File: src/rtl/alu_sequencer_pkg.sv
// Shared opcodes, flag bit positions, FSM encoding and opcode legality check.
package alu_sequencer_pkg;

  localparam logic [7:0] OP_ADD = 8'h01;
  localparam logic [7:0] OP_SUB = 8'h02;
  localparam logic [7:0] OP_RSV = 8'h0C;  // hole in the opcode space
  localparam logic [7:0] OP_ROR = 8'h13;

  localparam int unsigned FLG_Z = 0;
  localparam int unsigned FLG_C = 1;
  localparam int unsigned FLG_S = 2;
  localparam int unsigned FLG_P = 3;
  localparam int unsigned FLG_I = 4;
  localparam int unsigned FLG_D = 5;
  localparam int unsigned FLG_O = 6;

  localparam int unsigned CntW = 4;

  typedef enum logic [1:0] {
    StIdle,
    StSettle,
    StWb
  } state_e;

  function automatic logic is_legal_op(input logic [7:0] op);
    return (op >= OP_ADD) && (op <= OP_ROR) && (op != OP_RSV);
  endfunction

endpackage

File: src/rtl/alu_sequencer_if.sv
// Bundle between the sequencer, its instruction source and the ALU.
interface alu_sequencer_if #(
  parameter int unsigned NREGS = 8
);
  localparam int unsigned AW = $clog2(NREGS);

  logic          instr_valid;
  logic          instr_ready;
  logic [7:0]    instr_op;
  logic [AW-1:0] instr_rd;
  logic [AW-1:0] instr_rs1;
  logic [AW-1:0] instr_rs2;
  logic          ld_en;
  logic [AW-1:0] ld_addr;
  logic [7:0]    ld_data;
  logic [AW-1:0] dbg_addr;
  logic [7:0]    dbg_data;
  logic [7:0]    operand1;
  logic [7:0]    operand2;
  logic [7:0]    ALU_sel;
  logic [7:0]    operation_result;
  logic [6:0]    Flags;
  logic [6:0]    flags_q;
  logic          done;
  logic          illegal_op;

  modport slave (
    input  instr_valid, instr_op, instr_rd, instr_rs1, instr_rs2,
    input  ld_en, ld_addr, ld_data, dbg_addr, operation_result, Flags,
    output instr_ready, dbg_data, operand1, operand2, ALU_sel, flags_q, done, illegal_op
  );

  modport master (
    output instr_valid, instr_op, instr_rd, instr_rs1, instr_rs2,
    output ld_en, ld_addr, ld_data, dbg_addr, operation_result, Flags,
    input  instr_ready, dbg_data, operand1, operand2, ALU_sel, flags_q, done, illegal_op
  );

endinterface

File: src/rtl/alu_sequencer_regfile.sv
// NREGS x 8 register file: two operand read ports, a debug read port,
// a writeback port and an external load port (writeback wins on collision).
module alu_sequencer_regfile #(
  parameter int unsigned NRegs = 8,
  parameter int unsigned AddrW = $clog2(NRegs)
) (
  input  logic             clk_i,
  input  logic             rst_i,
  input  logic [AddrW-1:0] rd1_addr_i,
  output logic [7:0]       rd1_data_o,
  input  logic [AddrW-1:0] rd2_addr_i,
  output logic [7:0]       rd2_data_o,
  input  logic [AddrW-1:0] dbg_addr_i,
  output logic [7:0]       dbg_data_o,
  input  logic             wb_en_i,
  input  logic [AddrW-1:0] wb_addr_i,
  input  logic [7:0]       wb_data_i,
  input  logic             ld_en_i,
  input  logic [AddrW-1:0] ld_addr_i,
  input  logic [7:0]       ld_data_i
);

  logic [7:0] mem_q [NRegs];

  assign rd1_data_o = mem_q[rd1_addr_i];
  assign rd2_data_o = mem_q[rd2_addr_i];
  assign dbg_data_o = mem_q[dbg_addr_i];

  // Per-entry write: writeback has priority, a same-address load is dropped.
  always_ff @(posedge clk_i) begin
    for (int i = 0; i < NRegs; i++) begin
      if (rst_i) begin
        mem_q[i] <= '0;
      end else if (wb_en_i && (wb_addr_i == AddrW'(i))) begin
        mem_q[i] <= wb_data_i;
      end else if (ld_en_i && (ld_addr_i == AddrW'(i))) begin
        mem_q[i] <= ld_data_i;
      end
    end
  end

endmodule

File: src/rtl/alu_sequencer.sv
// Issue/writeback sequencer: reads operands, drives the ALU, waits SETTLE_CYCLES,
// then writes the result back and updates the architectural flags.
module alu_sequencer
  import alu_sequencer_pkg::*;
#(
  parameter int unsigned SETTLE_CYCLES = 1,
  parameter int unsigned NREGS         = 8
) (
  input  logic            clk,
  input  logic            rst,
  alu_sequencer_if.slave  bus
);

  localparam int unsigned AW = $clog2(NREGS);

  state_e         state_q;
  logic [CntW-1:0] cnt_q;
  logic [7:0]     op1_q, op2_q, sel_q;
  logic [AW-1:0]  rd_q;
  logic [6:0]     flags_q, flags_d;
  logic           done_q, illegal_q;
  logic [7:0]     rs1_data, rs2_data;
  logic           wb_en;
  logic           unused_flags;

  assign wb_en        = (state_q == StWb);
  assign unused_flags = ^{bus.Flags[FLG_I], bus.Flags[FLG_P], bus.Flags[FLG_S], bus.Flags[FLG_Z]};

  alu_sequencer_regfile #(
    .NRegs (NREGS),
    .AddrW (AW)
  ) u_regfile (
    .clk_i      (clk),
    .rst_i      (rst),
    .rd1_addr_i (bus.instr_rs1),
    .rd1_data_o (rs1_data),
    .rd2_addr_i (bus.instr_rs2),
    .rd2_data_o (rs2_data),
    .dbg_addr_i (bus.dbg_addr),
    .dbg_data_o (bus.dbg_data),
    .wb_en_i    (wb_en),
    .wb_addr_i  (rd_q),
    .wb_data_i  (bus.operation_result),
    .ld_en_i    (bus.ld_en),
    .ld_addr_i  (bus.ld_addr),
    .ld_data_i  (bus.ld_data)
  );

  // Flags for writeback: Z/S/P derived from the result, C/D from the ALU, O recomputed for ADD/SUB.
  always_comb begin
    logic [7:0] res;
    res            = bus.operation_result;
    flags_d        = '0;
    flags_d[FLG_Z] = (res == 8'h00);
    flags_d[FLG_C] = bus.Flags[FLG_C];
    flags_d[FLG_S] = res[7];
    flags_d[FLG_P] = ~^res;
    flags_d[FLG_I] = 1'b0;
    flags_d[FLG_D] = bus.Flags[FLG_D];
    if (sel_q == OP_ADD) begin
      flags_d[FLG_O] = (op1_q[7] == op2_q[7]) && (res[7] != op1_q[7]);
    end else if (sel_q == OP_SUB) begin
      flags_d[FLG_O] = (op1_q[7] != op2_q[7]) && (res[7] != op1_q[7]);
    end else begin
      flags_d[FLG_O] = bus.Flags[FLG_O];
    end
  end

  // Sequencer FSM with registered ALU-facing and status outputs.
  always_ff @(posedge clk) begin
    if (rst) begin
      state_q   <= StIdle;
      cnt_q     <= '0;
      op1_q     <= '0;
      op2_q     <= '0;
      sel_q     <= '0;
      rd_q      <= '0;
      flags_q   <= '0;
      done_q    <= 1'b0;
      illegal_q <= 1'b0;
    end else begin
      done_q    <= 1'b0;
      illegal_q <= 1'b0;
      unique case (state_q)
        StIdle: begin
          if (bus.instr_valid) begin
            if (is_legal_op(bus.instr_op)) begin
              op1_q   <= rs1_data;
              op2_q   <= rs2_data;
              sel_q   <= bus.instr_op;
              rd_q    <= bus.instr_rd;
              cnt_q   <= '0;
              state_q <= StSettle;
            end else begin
              illegal_q <= 1'b1;
            end
          end
        end
        StSettle: begin
          cnt_q <= cnt_q + 1'b1;
          if (cnt_q == CntW'(SETTLE_CYCLES - 1)) state_q <= StWb;
        end
        StWb: begin
          flags_q <= flags_d;
          done_q  <= 1'b1;
          state_q <= StIdle;
        end
        default: state_q <= StIdle;
      endcase
    end
  end

  assign bus.instr_ready = (state_q == StIdle);
  assign bus.operand1    = op1_q;
  assign bus.operand2    = op2_q;
  assign bus.ALU_sel     = sel_q;
  assign bus.flags_q     = flags_q;
  assign bus.done        = done_q;
  assign bus.illegal_op  = illegal_q;

endmodule

File: src/flat_wrapper.sv
// flat-port wrapper written by rule: the top's interface ports become plain ports
module alu_sequencer_flat import alu_sequencer_pkg::*;
#(
  parameter int unsigned SETTLE_CYCLES = 1,
  parameter int unsigned NREGS         = 8
)
  (clk, rst, bus_instr_valid, bus_instr_op, bus_instr_rd, bus_instr_rs1, bus_instr_rs2, bus_ld_en, bus_ld_addr, bus_ld_data, bus_dbg_addr, bus_operation_result, bus_Flags, bus_instr_ready, bus_dbg_data, bus_operand1, bus_operand2, bus_ALU_sel, bus_flags_q, bus_done, bus_illegal_op);
  alu_sequencer_if #(.NREGS(NREGS)) bus_i ();
  input  logic clk;
  input  logic rst;
  input wire logic [$bits(bus_i.instr_valid)-1:0] bus_instr_valid;
  input wire logic [$bits(bus_i.instr_op)-1:0] bus_instr_op;
  input wire logic [$bits(bus_i.instr_rd)-1:0] bus_instr_rd;
  input wire logic [$bits(bus_i.instr_rs1)-1:0] bus_instr_rs1;
  input wire logic [$bits(bus_i.instr_rs2)-1:0] bus_instr_rs2;
  input wire logic [$bits(bus_i.ld_en)-1:0] bus_ld_en;
  input wire logic [$bits(bus_i.ld_addr)-1:0] bus_ld_addr;
  input wire logic [$bits(bus_i.ld_data)-1:0] bus_ld_data;
  input wire logic [$bits(bus_i.dbg_addr)-1:0] bus_dbg_addr;
  input wire logic [$bits(bus_i.operation_result)-1:0] bus_operation_result;
  input wire logic [$bits(bus_i.Flags)-1:0] bus_Flags;
  output wire logic [$bits(bus_i.instr_ready)-1:0] bus_instr_ready;
  output wire logic [$bits(bus_i.dbg_data)-1:0] bus_dbg_data;
  output wire logic [$bits(bus_i.operand1)-1:0] bus_operand1;
  output wire logic [$bits(bus_i.operand2)-1:0] bus_operand2;
  output wire logic [$bits(bus_i.ALU_sel)-1:0] bus_ALU_sel;
  output wire logic [$bits(bus_i.flags_q)-1:0] bus_flags_q;
  output wire logic [$bits(bus_i.done)-1:0] bus_done;
  output wire logic [$bits(bus_i.illegal_op)-1:0] bus_illegal_op;
  assign bus_i.instr_valid = bus_instr_valid;
  assign bus_i.instr_op = bus_instr_op;
  assign bus_i.instr_rd = bus_instr_rd;
  assign bus_i.instr_rs1 = bus_instr_rs1;
  assign bus_i.instr_rs2 = bus_instr_rs2;
  assign bus_i.ld_en = bus_ld_en;
  assign bus_i.ld_addr = bus_ld_addr;
  assign bus_i.ld_data = bus_ld_data;
  assign bus_i.dbg_addr = bus_dbg_addr;
  assign bus_i.operation_result = bus_operation_result;
  assign bus_i.Flags = bus_Flags;
  assign bus_instr_ready = bus_i.instr_ready;
  assign bus_dbg_data = bus_i.dbg_data;
  assign bus_operand1 = bus_i.operand1;
  assign bus_operand2 = bus_i.operand2;
  assign bus_ALU_sel = bus_i.ALU_sel;
  assign bus_flags_q = bus_i.flags_q;
  assign bus_done = bus_i.done;
  assign bus_illegal_op = bus_i.illegal_op;
  alu_sequencer #(.SETTLE_CYCLES(SETTLE_CYCLES), .NREGS(NREGS)) u_core (.clk(clk), .rst(rst), .bus(bus_i));
endmodule
File: config.mk
export PLATFORM = sky130hd
export DESIGN_NAME = alu_sequencer_flat
export DESIGN_NICKNAME = d
export VERILOG_FILES = /design/src/rtl/alu_sequencer_pkg.sv /design/src/rtl/alu_sequencer_if.sv /design/src/rtl/alu_sequencer_regfile.sv /design/src/rtl/alu_sequencer.sv /design/src/flat_wrapper.sv
export SDC_FILE = /design/constraint.sdc
export NUM_CORES = 1
export LEC_CHECK = 0
export BUFFER_PORTS_ARGS = -buffer_cell sky130_fd_sc_hd__buf_2
export CELL_PAD_IN_SITES_DETAIL_PLACEMENT = 0
export CELL_PAD_IN_SITES_GLOBAL_PLACEMENT = 1
export CORE_ASPECT_RATIO = 0.9
export CORE_UTILIZATION = 42
export CTS_CLUSTER_SIZE = 12
export DETAILED_ROUTE_END_ITERATION = 8
export HOLD_SLACK_MARGIN = 0.1
export PLACE_DENSITY_LB_ADDON = 0.08
export SKIP_LAST_GASP = 1
export SLEW_MARGIN = 10
export SYNTH_ARGS = -nofsm -noshare
export SYNTH_HDL_FRONTEND = slang
export SYNTH_SLANG_ARGS = --single-unit
export TNS_END_PERCENT = 5
File: constraint.sdc
create_clock -name clk -period 3.3 [get_ports clk]
set_clock_uncertainty 0.05 [all_clocks]
set_input_delay 0.99 -clock clk [delete_from_list [all_inputs] [get_ports clk]]
set_output_delay 0.99 -clock clk [all_outputs]
set_load 0.02 [all_outputs]
==> Yosys cells after proc, flatten, opt, wreduce, memory -nomap -nowiden <==
Memory sizes are Yosys's and may differ from the RTL's. A register that Yosys moved wholly into a read port is not among the register bits.
Cells that the tools add are included.
{ "word_totals": {"elab_cells": 170, "ramBits": 64, "input_bits": 50, "register_bits": 25, "output_inout_bits": 42, "n_memories": 1} }
{ "op_classes": {"n_reduce_logical": 31, "n_addsub": 1, "muxes": 85, "magnitude_cmp": 2, "n_bitwise": 18, "eq_ne": 25} }
{ "mem_list": {"columns": ["memory", "depth", "word_bits", "read_ports", "rd_ports_with_merged_regs", "write_ports", "line_no", "rtl"], "rows": [
  ["u_core.u_regfile.mem_q", 8, 8, 3, 2, 8, "alu_sequencer_regfile.sv:23", "logic [7:0] mem_q [NRegs];"]
]} }
{ "op_table": {"columns": ["op", "count"], "rows": [
  ["$mux 8", 16],
  ["$mux 1", 62],
  ["$eq 3x3->1 const B", 8],
  ["$logic_and 1x1->1", 20],
  ["$or 1x1->1", 16],
  ["$eq 3x2->1 const B", 4],
  ["$reduce_and 3->1", 3],
  ["$eq 8x1->1 const B", 1],
  ["$eq 8x2->1 const B", 1],
  ["$ge 8x1->1 const B", 1],
  ["$le 8x5->1 const B", 1],
  ["$logic_not 8->1", 1],
  ["$mux 4", 2],
  ["$ne 8x4->1 const B", 1],
  ["$pmux 4 s2", 1],
  ["$reduce_xnor 8->1", 1],
  ["$eq 3x1->1 const B", 2],
  ["$logic_not 3->1", 2],
  ["$mux 2", 3],
  ["$add 4x1->4 const B", 1],
  ["$logic_not 4->1", 1],
  ["$ne 2x1->1 const B", 2],
  ["$pmux 2 s2", 1],
  ["$reduce_or 3->1", 1],
  ["8 further kinds", 10]
]} }

==> Depth between registers and ports, before layout <==
Gate-level depths: netlist of run 1.
{ "depth": {"ltp_word": 7, "depth_mapped": 7, "depth_no_buf": 6} }

==> Modules after synthesis <==
From an unflattened synthesis of run 1, not the netlist that was laid out.
{ "unflattened": {"cells_unflattened": 524, "hier_area_um2": 6500.0} }
{ "modules_own_cells": {"columns": ["mod", "area_per_inst_um2", "cells_per_inst", "instances"], "rows": [
  ["alu_sequencer_regfile", 4456.8, 307, 1],
  ["alu_sequencer", 2043.2, 217, 1]
]} }

==> Least setup slack after synthesis of run 1 <==
OpenSTA, ideal clock, no wires.
{ "synth_path": {"kind": "input-to-output", "start": "in bus_dbg_addr[0]", "end": "out bus_dbg_data[0]", "path_buffers": 2, "cell_stages": 4, "t_arrival_ns": 2.355, "setup_slack_ns": -0.095, "t_required_ns": 2.260, "path_cell_list": "buf_2 buf_2 mux4_2 mux2_2"} }
{ "synth_between": {"elab_chain_len": 1} }
{ "synth_lines": {"columns": ["item", "line_no", "rtl"], "rows": [
  ["start: declaration", "flat_wrapper.sv:19", "input wire logic [$bits(bus_i.dbg_addr)-1:0] bus_dbg_addr;"],
  ["$mem_v2 8x8", null, null],
  ["end: declaration", "flat_wrapper.sv:23", "output wire logic [$bits(bus_i.dbg_data)-1:0] bus_dbg_data;"]
]} }
No other way between the ends.

==> Worst setup path in the final report of run 1 <==
{ "layout_path": {"start": "in bus_dbg_addr[0]", "end": "out bus_dbg_data[4]"} }
Same word-level chain as after synthesis.

==> results of run 1 <==
-- placed cells by master (no fill, tap or decap), drive strengths merged, types with 8 or more instances in the layout --
master and instances:
buf 98, clkbuf 11, o31ai 8, a31oi 17, nor2 28, nor3 11, mux2i 16, mux2 8
nand2 16, edfxtp 64, inv 19, a22o 56, a22oi 8, a211oi 18, a21oi 18, dfxtp 41
mux4 48
-- worst min-delay path by stage --
stage,slack [ns],cells after the start,end,start
after floorplan,0.44,1,u_core.cnt_q[0],u_core.cnt_q[0]
after detailed placement,0.40,2,u_core.bus.flags_q[1],u_core.bus.flags_q[1]
after global routing,0.43,2,u_core.bus.flags_q[2],u_core.bus.flags_q[2]
after global placement,0.39,2,u_core.bus.flags_q[3],u_core.bus.flags_q[3]
after CTS,0.41,2,u_core.bus.flags_q[1],u_core.bus.flags_q[1]
final,0.41,2,u_core.bus.flags_q[3],u_core.bus.flags_q[3]
-- critical path, cell delays in order --
cell and delay [ns]:
buf_6 0.11, clkbuf_16 0.16, mux4_2 0.48, mux2_2 0.29, buf_2 0.16
-- stage by stage --
stage	hold WS, ns	total power [W]	cell area, um2	std cells
floorplan	0.4414	0.001833	6172	504
finish	0.4119	0.002987	7015	757
CTS	0.4109	0.003001	6980	756
global placement	0.3919	0.001965	6700	740
detailed placement	0.3980	0.001977	6700	740
global route	0.4257	0.003102	7015	757
-- power by group --
part	internal, W	switching, W
sequential	0.00145	0.0000641
combinational	0.000206	0.000233
clock	0.000523	0.000509
-- cells by family after synthesis --
family / Yosys count
AO/OA/AOI/OAI: 144
flip-flops: 105
AND/OR/NAND/NOR: 100
multiplexers: 72
buffers and inverters: 72
adder cells (fa/ha/maj): 6
XOR/XNOR: 4
other: 1
-- flip-flops by register name, summed over array words and instances, names as in the netlist --
signal and count:
u_core.u_regfile.mem_q 64, u_core.bus.flags_q 6, u_core.bus.operand2 8, u_core.bus.illegal_op 1, u_core.bus.done 1, u_core.rd_q 3, u_core.cnt_q 4, u_core.bus.operand1 8
u_core.bus.ALU_sel 8, u_core.state_q 2
-- routing by layer --
layer  track usage [%]  vias to the layer above  share of wire, %
li1                  -                     2138                 -
met1             34.79                     2320                49
met2             32.58                      206                43
met3             5.227                       15               7.2
met4             5.426                        0              0.97
met5                 0                        -                 0
-- cell type report --
class / instances / area share (%)
multi-input combinational: 327 / 44.46
inverter: 17 / 0.9096
timing repair buffer: 99 / 8.097
sequential: 105 / 39.09
clock buffer: 10 / 3.264
clock inverter: 6 / 0.7312
tap: 193 / 3.442
-- repair_timing --
item,CTS,global route
hold endpoints to repair,0,0
endpoints found under the setup margin,0,8
resized for setup,0,4
hold buffers,0,0
==> qor.yml, run 1 <==
tightest_slew_ns: 1.212
post-cts-setup-buffers: 0
seq_area_frac_synth_pct: 44.45
synthArstFlopShare_pct: 0
clock_latency_ns: 0.36
grt_overflow: 0
cts_sinks: 105
syn_inst: 504
diodes: 0
place_congestion: 0.8240
cts_root_buf: "clkbuf_16"
syn-cell-area_um2: 6170
die_h_um: 117.0
r2r-start: "u_core.state_q[0]"
drive_above_1_share_pct: 31.91
critPathMaxFanout: 6
routed_wl_um: 16460
synth-simple-area-share_pct: 9.248
die_w_um: 129.8
cp.arrival_ns: 2.19
grt_max_degree: 39
syn_nets: 560
initial_core_util_pct: 43.58
dpl.hpwl_um: 12470
grt_use_total_pct: 22.79
slew_violations: 0
area_growth_pct: 13.71
rsz0062_at_grt: "no"
ys_top_cells_by_count: "edfxtp_1 (64), a22o_1 (56), mux4_2 (48), dfxtp_1 (41), nor2_1 (28)"
yosys_warnings: 0
yosysMostFrequentCell: "edfxtp_1"
timing.final.ws_setup_ns: 0.06981
num_rows: 41
num_vias: 4679
cts_tree: "yes"
multi_input_area_um2: 3119
num_io_pins: 92
rr_endpoint: "u_core.bus.operand1[6]"
maxSlewHeadroom_pct: 18.74
power.leakage_nw: 2.578
yosysUniqueCellTypes: 51
drc: 0
dr.pass1.iters: 5
fin_nets: 615
core_um2: 14160
synth_top_family_by_area: "multiplexers"
grt_antenna_before_repair: 0
rr_worst_depth: 4
synth_top_area_share_pct: 31.15
place_ws_ns: 0.01555
critPathKind: "in -> out"
cp.required_ns: 2.26
synth_fa_ha_area_share_pct: 1.217
yosys.area_share.xor_xnor_pct: 0.5678
dieArea_um2: 15180
synth_edf_count: 64
drt_iter0_drc: 373
hold_viol: 0
grt_pass1_wl_um: 25290
viasPerCell: 6.181
synth_compound_area_share_pct: 17.89
clk_pin_slew_worst_paths_ns: 0.07
ys_ff_latch: 105
synth_area_per_cell_um2: 12.24
post_drt_wl_per_cell_um: 21.75
portBuffers: 86
period_needed_ns: 3.230
yosys.area.top_type: "edfxtp_1"
critPathLaunch: "bus_dbg_addr[0]"
synth-main-ff-cell: "edfxtp_1"
h-tree-depth: 3
cts.path.max_buffers: 2
max_cap_violations: 0
crit_path_end_kind: "output port"
yosys-top-cells-area: "edfxtp_1 (31%), mux4_2 (18%), dfxtp_1 (13%), a22o_1 (7.9%), mux2i_1 (2.6%)"
power_density_nw_per_um2: 425.8
timing.fmax_mhz: 309.6
grt_pass1_vias: 4267
post-route-period-util_pct: 97.88
nFillCells: 1307
critPathLaunchType: "input pin"
synth_mux_area_share_pct: 21.58
ant_nets: 0
irDropWorstVdd_mv: 0.3103
r2r_slack_ns: 0.99
cts_buffers: 9
fin_setup_tns_ns: 0
holdCritPathClass: "reg -> reg"
regArea_um2: 2743
setup_viol: 0
final_util_pct: 49.55
status: "completed"
endpoint: "bus_dbg_data[4]"
(Power assumes the default switching activity.)
==> run 2: changes to the inputs <==
Settings changed: ABC_AREA from default to 1, CORE_UTILIZATION 42 to 38.
==> run 2 against run 1 <==
Compared with the run above:
- the flow now finishes with violations (DRC)
- cell area rose by 2.9%
- combinational power rose by 8.2%
- register-to-register slack barely moved
- maximum frequency rose by 4.6%
- synthesized cell count rose by 76%
- worst hold slack improved by 0.013 ns
- synthesized area rose by 2.8%
- via count rose by 38%
- global-route usage rose by 3.1 points
- critical path type unchanged
- highest routed layer unchanged
==> qor.yml, run 2 <==
clock_latency_ns: 0.36
yosys-top-cells-area: "edfxtp_1 (30%), nand2_1 (15%), dfxtp_1 (13%), nand3_1 (8.4%), o22ai_1 (7.1%)"
cp.arrival_ns: 2.05
dr.pass1.iters: 7
critPathLaunch: "bus_dbg_addr[0]"
largest_register_ff_count: 64
rr_endpoint: "u_core.u_regfile.mem_q[2][4]"
critPathLaunchType: "input pin"
die_w_um: 138.2
endpoint: "bus_dbg_data[4]"
synth_top_area_share_pct: 30.31
fin_nets: 1012
dpl.hpwl_um: 16480
hold_depth: 2
ys_top_cells_by_count: "nand2_1 (257), nor2_1 (114), nand3_1 (107), o22ai_1 (72), inv_1 (68)"
synth_edf_count: 64
cts_root_buf: "clkbuf_16"
r2r-start: "u_core.state_q[1]"
rr_worst_depth: 7
irDropWorstVdd_mv: 0.2768
post-cts-setup-buffers: 0
status: "finished with violations"
portBuffers: 86
hold_viol: 0
p_sw_share_pct: 30.05
dieArea_um2: 17210
yosysUniqueCellTypes: 31
crit_family: "buffers and inverters"
crit_path_end_kind: "output port"
timing.fmax_mhz: 323.8
r2r_slack_ns: 0.98
syn-cell-area_um2: 6341
grt_use_total_pct: 25.93
clk_pin_slew_worst_paths_ns: 0.07
syn_inst: 886
violations: "DRC"
critPathMaxFanout: 32
max_cap_violations: 0
place_congestion: 0.8739
rsz0062_at_grt: "no"
period_needed_ns: 3.088
critPathKind: "in -> out"
hold_buffers: 0
fin_setup_tns_ns: 0
worstPathCellList: "buf_2 > inv_1 > buf_12 > o21ai_0 > o22ai_1 > nand2_1 > nand2_1 > buf_2"
top_register: "u_core.u_regfile.mem_q"
power_density_nw_per_um2: 420.9
cts_sinks: 105
ant_nets: 0
drive_above_1_share_pct: 14.78
grt_pass1_wl_um: 33610
critPathMaxStageDelay_ns: 0.22
h-tree-depth: 3
p_comb_share_pct: 15.6
yosysMostFrequentCell: "nand2_1"
holdCritPathClass: "reg -> reg"
post_drt_wl_per_cell_um: 18.94
internal-power_w: 0.002126
diodes: 0
layout_common_cells: "nand2_1 (257), nor2_1 (114), nand3_1 (107)"
cp.depth: 8
routed_wl_um: 22120
ys_ff_latch: 105
cts_tree: "yes"
pwr-share-clk_pct: 35.0
grt_overflow: 0
slew_violations: 0
yosys_warnings: 0
yosys.area.top_type: "edfxtp_1"
drc: 8
grt_max_degree: 33
maxSlewHeadroom_pct: 50.38
post-route-period-util_pct: 93.58
ctsResizeCount: 0
num_vias: 6454
drt_iter0_drc: 585
cp_num_buf_inv: 4
pwr-share-seq_pct: 49.4
tightest_slew_ns: 0.7435
slowest_stage: "o22ai_1"
cts.path.max_buffers: 2
cp.required_ns: 2.26
power.leakage_nw: 3.224
area_growth_pct: 13.87
viasPerCell: 5.526
synth_area_per_cell_um2: 7.157
setup_viol: 0
p_sw_w: 0.0009132
synth-main-ff-cell: "edfxtp_1"
seq_area_frac_synth_pct: 43.25
synthArstFlopShare_pct: 0
num_rows: 44
core_um2: 16240
grt_pass1_vias: 5814
power.total_w: 0.003039
nFillCells: 1656
final_common_cell: "nand2_1"
syn_nets: 942
num_io_pins: 92
grt_antenna_before_repair: 0
die_h_um: 124.6
cts_buffers: 9
initial_core_util_pct: 39.04
## run 2: final cells by class
type / count / area, um2 / share of cell area (%)
clock buffers: 9 / 225.2 / 3.119
repair buffers: 103 / 583.1 / 8.075
multi-input cells: 660 / 3052 / 42.26
well taps: 207 / 259.0 / 3.587
flip-flops and latches: 105 / 2743 / 37.98
clock inverters: 7 / 70.07 / 0.9704
inverters: 77 / 289.0 / 4.003
## run 2: power by group through the flow
stage	clock network [W]	registers (W)	logic, W
final	0.00106	0.00150	0.000475
after global routing	0.00114	0.00151	0.000522
after CTS	0.00109	0.00150	0.000474
after detailed placement	0	0.00153	0.000473
after global placement	0	0.00153	0.000463
after floorplan	0	0.00150	0.000306
## run 2: per-layer routing
metal  wire length [um]  vias up  share of wire, %  global-route usage [%]
met4                283        0               1.3                   6.213
li1                   -     3097                 -                       -
met5                  0        -                 0                       0
met3               1469       19               6.6                   3.383
met2               9779      252                44                   40.61
met1              10590     3086                48                   37.79
## run 2: worst min path at each step
stage / endpoint / start / slack (ns)
CTS: u_core.bus.ALU_sel[7] / u_core.bus.ALU_sel[7] / 0.43
global route: u_core.bus.ALU_sel[7] / u_core.bus.ALU_sel[7] / 0.44
global placement: u_core.bus.ALU_sel[5] / u_core.bus.ALU_sel[5] / 0.41
finish: u_core.bus.ALU_sel[7] / u_core.bus.ALU_sel[7] / 0.43
detailed placement: u_core.bus.ALU_sel[7] / u_core.bus.ALU_sel[7] / 0.42
floorplan: u_core.cnt_q[3] / u_core.cnt_q[3] / 0.41
## run 2: per-stage QoR
stage	cells	utilization [%]	setup WS [ns]	hold WS [ns]	instance area [um2]
floorplan	886	-	0.4773	0.4075	6341
global placement	1152	42.64	0.2299	0.4089	6925
detailed placement	1152	42.64	0.2275	0.4150	6925
CTS	1168	44.46	0.2274	0.4259	7221
global route	1168	44.46	0.1044	0.4443	7221
finish	1168	44.46	0.2119	0.4251	7221
## run 2: kinds of logic after synthesis
group,synth area share (%)
AOI/OAI and AO/OA,12.71
xor gates and xnor gates,0.8287
and+or+nand+nor,33.35
buffers and inverters,8.623
other,0.05914
DFF,43.25
adders and majority gates,1.184
## run 2: worst reg2reg max path, delay by kind of cell (launching register included)
kind,cells,cell delay [ns]
flip-flops,1,0.37
buffers and inverters,1,0.06
AND/OR/NAND/NOR,6,1.51
